`src/rtl/hdmi_axi_addr_gen.sv`:
```
// hdmi_axi_addr_gen: frame-buffer scan-out read-address generator feeding an AXI read master
//   clk, rst     : clock, synchronous active-high reset
//   frame_start  : vsync pulse; samples base_addr, primes line credits, aborts a running frame
//   base_addr    : frame buffer byte base address
//   line_req     : one pulse per displayed line start; grants one line credit
//   busy         : AXI read master busy; a command is accepted when busy is seen high while kicking
//   kick         : command valid, held until accepted
//   read_addr    : byte address of the current burst
//   read_num     : pixel count of the current burst
//   line_done    : pulse after the last burst of a line is accepted
//   frame_done   : pulse after the last line of a frame
//   credit_ovf   : sticky, line_req arrived with credits saturated; cleared by frame_start
//   Define HDMI_ADDR_VFLIP_EN to fetch lines bottom-up.
module hdmi_axi_addr_gen #(
    parameter int X_SIZE          = 1280,
    parameter int Y_SIZE          = 720,
    parameter int BURST_WORDS     = 64,
    parameter int BYTES_PER_PIXEL = 4,
    parameter int LINE_STRIDE     = X_SIZE * BYTES_PER_PIXEL,
    parameter int PREFETCH_LINES  = 2,
    parameter int MAX_CREDIT      = 4
) (
    input  logic        clk,
    input  logic        rst,
    input  logic        frame_start,
    input  logic [31:0] base_addr,
    input  logic        line_req,
    input  logic        busy,
    output logic        kick,
    output logic [31:0] read_addr,
    output logic [31:0] read_num,
    output logic        line_done,
    output logic        frame_done,
    output logic        credit_ovf
);
    localparam int CW = $clog2(MAX_CREDIT + 1);
    typedef enum logic [2:0] {IDLE, LINE_WAIT, ARM, ISSUE, WAIT} state_t;
    state_t state, state_next;
    logic [11:0] x, y, rem, num;
    logic [CW-1:0] credit;
    logic [31:0] base, pend_base, row;
    logic pend, accept, start, pend_set, consume, grant;
    assign accept   = (state == WAIT) && busy;
    // a frame_start during ISSUE/WAIT is held pending until the in-flight command is accepted
    assign start    = (frame_start && (state == IDLE || state == LINE_WAIT || state == ARM)) ||
                      (accept && (pend || frame_start));
    assign pend_set = frame_start && !start;
    assign consume  = accept && !start && (x == 12'(X_SIZE));
    assign grant    = line_req && (state != IDLE);
    assign kick     = (state == ISSUE) || (state == WAIT);
    assign rem      = 12'(X_SIZE) - x;
    assign num      = (rem < 12'(BURST_WORDS)) ? rem : 12'(BURST_WORDS);
`ifdef HDMI_ADDR_VFLIP_EN
    assign row = 32'(Y_SIZE - 1) - {20'd0, y};
`else
    assign row = {20'd0, y};
`endif
    always_comb begin
        state_next = state;
        if (start)
            state_next = LINE_WAIT;
        else
            case (state)
                LINE_WAIT: state_next = (y == 12'(Y_SIZE)) ? IDLE : ((credit != '0) ? ARM : LINE_WAIT);
                ARM:       state_next = busy ? ARM : ISSUE;
                ISSUE:     state_next = WAIT;
                WAIT:      state_next = !busy ? WAIT : ((x == 12'(X_SIZE)) ? LINE_WAIT : ARM);
                default:   state_next = IDLE;
            endcase
    end
    always_ff @(posedge clk) begin
        if (rst)
            state <= IDLE;
        else
            state <= state_next;
    end
    always_ff @(posedge clk) begin
        if (rst) begin
            read_addr  <= '0;
            read_num   <= 32'(BURST_WORDS);
            line_done  <= 1'b0;
            frame_done <= 1'b0;
            credit_ovf <= 1'b0;
            x          <= '0;
            y          <= '0;
            credit     <= '0;
            base       <= '0;
            pend_base  <= '0;
            pend       <= 1'b0;
        end else begin
            line_done  <= consume;
            frame_done <= !start && (state == LINE_WAIT) && (y == 12'(Y_SIZE));
            if (frame_start)
                credit_ovf <= 1'b0;
            else if (grant && !consume && (credit == CW'(MAX_CREDIT)))
                credit_ovf <= 1'b1;
            if (start) begin
                base   <= (pend && !frame_start) ? pend_base : base_addr;
                pend   <= 1'b0;
                x      <= '0;
                y      <= '0;
                credit <= CW'(PREFETCH_LINES);
            end else begin
                if (pend_set) begin
                    pend      <= 1'b1;
                    pend_base <= base_addr;
                end
                if (state == ARM && !busy) begin
                    read_addr <= base + row * 32'(LINE_STRIDE) + {20'd0, x} * 32'(BYTES_PER_PIXEL);
                    read_num  <= {20'd0, num};
                end
                if (state == ISSUE)
                    x <= x + read_num[11:0];
                if (consume) begin
                    x <= '0;
                    y <= y + 12'd1;
                end
                if (grant && !consume && (credit != CW'(MAX_CREDIT)))
                    credit <= credit + CW'(1);
                else if (consume && !grant)
                    credit <= credit - CW'(1);
            end
        end
    end
endmodule

```
`config.mk`:
```
export PLATFORM = sky130hd
export DESIGN_NAME = hdmi_axi_addr_gen
export DESIGN_NICKNAME = d
export VERILOG_FILES = /design/src/rtl/hdmi_axi_addr_gen.sv
export SDC_FILE = /design/constraint.sdc
export NUM_CORES = 1
export LEC_CHECK = 0
export ABC_AREA = 1
export BUFFER_PORTS_ARGS = -buffer_cell sky130_fd_sc_hd__buf_2
export CAP_MARGIN = 20
export CORE_AREA = 5 5 153 170
export CTS_CLUSTER_SIZE = 20
export DETAILED_ROUTE_END_ITERATION = 16
export DIE_AREA = 0 0 158 175
export PLACE_DENSITY = 0.68
export SLEW_MARGIN = 20
export SYNTH_ARGS = -nofsm -noshare
export SYNTH_HDL_FRONTEND = slang
export SYNTH_SLANG_ARGS = --single-unit
```
`constraint.sdc`:
```
create_clock -name clk -period 4.8 [get_ports clk]
set_clock_uncertainty 0.2 [all_clocks]
set_input_delay 0.24 -clock clk [delete_from_list [all_inputs] [get_ports clk]]
set_output_delay 0.24 -clock clk [all_outputs]
set_load 0.01 [all_outputs]
```
==> run metrics <==
net switching power 753 uW; CP Capture Type flop; CTS Buffer Depth 2; num rows 60; CTS tree built; post-layout util 45.6%; fin cells 1,835; chip width 158 um; Inst Count DP 1,770; Comb power frac 9.1%; r2r worst-path depth 26; Total Neg Setup Slack 0 ns; final setup fails 0; initial DRC count ~640; global-route usage over all layers 19.1%; WL per Instance 14.4 um; yosys warns 0; nets@finish 1,633; first-pass GRT wire length 42,500 um; Clock power frac 48.2%; ANT cells 0; number of flops mapped to enable cells by yosys 0; final worst path period share 89.1%; maxcap violations 0; peak fanout along the critical path 7; grt total ovfl 0; Worst VDD drop about 0.23 mV; Hold WS 0.107 ns; Synth Flop Type dfxtp_1; clock slew at reported path FFs ~0.060 ns; Die Ht between 150 and 200 um; RR Endpoint read_addr[30]; vias 9,284; Pleak 0.00554 uW; P_int 2180 uW; number of buffers created by CTS 17; GP Congestion 0.895; FF-to-FF Start y[0]; die area around 28,000 um2; post-CTS sizing 0; fin crit period 4.28 ns; Power Dens Cells between 200 and 300 nW/um2; RSZ-0062 raised after global routing false; CTS H-tree depth 4; fin worst setup slack roughly 0.52 ns; worst hold path type input pin to flop; largest net degree at the start of global routing 51; Area Growth Syn to Fin 15.6%; Hold Violations, Final 0; fraction of final layout cells with drive strength greater than 1 9.18%; drt total wl 26,400 um; worst hold path depth 5; WHS Endpoint credit[2]; vias in the first global route 8,538; CP required 4.93 ns; initial antenna violation count 0; Relative slew margins 26.3%; Sw Ratio between 20% and 30%; type of origin of the critical path flop; register area share after synthesis 29.9%; Worst EP arrival 4.40 ns; Max Clk Rate 234 MHz; async set-reset flop share out of synthesis 0%; CTS root buffer clkbuf_16; Syn Area/Cell 6.69 um2; hold_sp line_req; Yosys reg bits 142; # DRC 0; Least-Margin Pin Slew 1.10 ns; Mapped Cells 1,420; Synth cell types 46; Sequential Power Share a little over two fifths; I/O pin count roughly 110; r2r setup slk 0.52 ns; Place WS approximately 0.56 ns; most frequent cells in the layout nand2_1, inv_1, nand3_1; Initial Utilization 39.4%; port buffer count 84; CTS sink cnt 142; Post-Syn Area 9500 um2; status completed; Crit Path Category flop to flop; Worst-Skew Late Latency 0.43 ns; core area ~24,000 um2; first-pass iteration count of the detailed router 5; Post-DP HPWL 19,700 um; Detail Route Antenna Nets 0; commonest non-fill, non-tap cell in the layout nand2_1; Via density 5.06; number of max-slew violations in the final report 0
[Yosys cell counts (all sizes together), types with 2 or more instances]
cell type	instances	share of area, %
xor2	21	1.9
o21a	21	1.7
nand3	150	8.0
nand4	14	0.92
clkinv	2	0.11
nor3	20	1.1
nand3b	5	0.40
dfxtp	142	30
nor2	84	3.4
ha	76	10
nor4	2	0.13
clkbuf	24	0.95
inv	200	7.9
and2	2	0.14
a31oi	34	2.2
or2	6	0.40
o21ai	82	4.4
nand2	365	15
o21bai	2	0.16
buf	45	3.3
a21oi	94	5.0
fa	8	1.7
a21o	2	0.16
xnor2	12	1.1
[kinds of logic after synthesis]
logic type	count (synthesis)	share of synthesized area, %
xor+xnor	33	3.04
flops	142	29.9
buf+inv	271	12.3
compound gates	240	13.9
fa+ha+maj	84	11.7
simple gates	649	29.1
other cells	1	0.0395
[per-layer routing]
metal | track usage (%) | vias up | part of all wire (%)
met5 | 0 | - | 0
met4 | 7.07 | 0 | 2.7
met3 | 3.00 | 47 | 4.7
met2 | 31.4 | 252 | 46
met1 | 25.1 | 4196 | 46
li1 | - | 4789 | -
[registers in the layout, summed over array words and instances, names as in the netlist, 3 cells and up]
name,flops
base,32
pend_base,32
read_addr,32
read_num,12
x,12
y,12
credit,3
state,3
[layout make-up]
class	instances	area, um2
inverters	202	763
well taps	310	388
fillers	2493	13100
flip-flops and latches	142	2840
clock buffers	20	467
clock inverters	12	158
multi-input cells	1026	5570
repair buffers	123	796
[through the flow]
step | total power [uW] | instance area (um2)
6_report | 2930 | 11000
5_1_grt | 3040 | 11000
4_1_cts | 2960 | 11000
3_5_place_dp | 1520 | 10000
3_3_place_gp | 1520 | 10000
2_1_floorplan | 1450 | 9570
[worst max-delay path, stage by stage, from the launching register on]
cell and delay (ns):
dfxtp_1 0.50, ha_1 0.21, ha_1 0.19, inv_1 0.07
fa_1 0.42, o21ai_0 0.34, nand2_1 0.11, nand2_1 0.07
nand2_1 0.04, nand2_1 0.09, nand3_1 0.09, nand2_1 0.08
nand2_1 0.05, nand2_1 0.06, inv_1 0.04, ha_1 0.27
ha_1 0.37, nand2_1 0.12, nor2_1 0.20, inv_1 0.06
nor2_1 0.15, and2_1 0.14, nand2_1 0.06, nand3_1 0.08
nand3_1 0.07, nand2_1 0.07, inv_1 0.03
[power groups by stage]
| stage | Sequential [uW] | Combinational [uW] | Clock, uW |
|---|---|---|---|
| after floorplan | 1260 | 185 | 0 |
| after global placement | 1280 | 241 | 0 |
| after detailed placement | 1280 | 243 | 0 |
| after CTS | 1250 | 266 | 1450 |
| after global routing | 1260 | 300 | 1490 |
| final | 1250 | 266 | 1410 |
[how the worst max path moves through the flow]
stage          start             to  slack, ns  cells past startpoint
2_1_floorplan   y[1]  read_addr[30]       1.05                     26
3_3_place_gp    y[3]  read_addr[30]       0.70                     26
3_5_place_dp    y[0]  read_addr[30]       0.56                     26
4_1_cts         y[0]  read_addr[30]       0.53                     26
5_1_grt         y[0]  read_addr[30]       0.09                     26
6_report        y[0]  read_addr[30]       0.52                     26
[timing repair]
item                      4_1_cts  5_1_grt
hold buffers                   33        0
buffers inserted                0        0
hold endpoints to repair       65        0
Note: power is estimated with default switching activity, not from simulation.
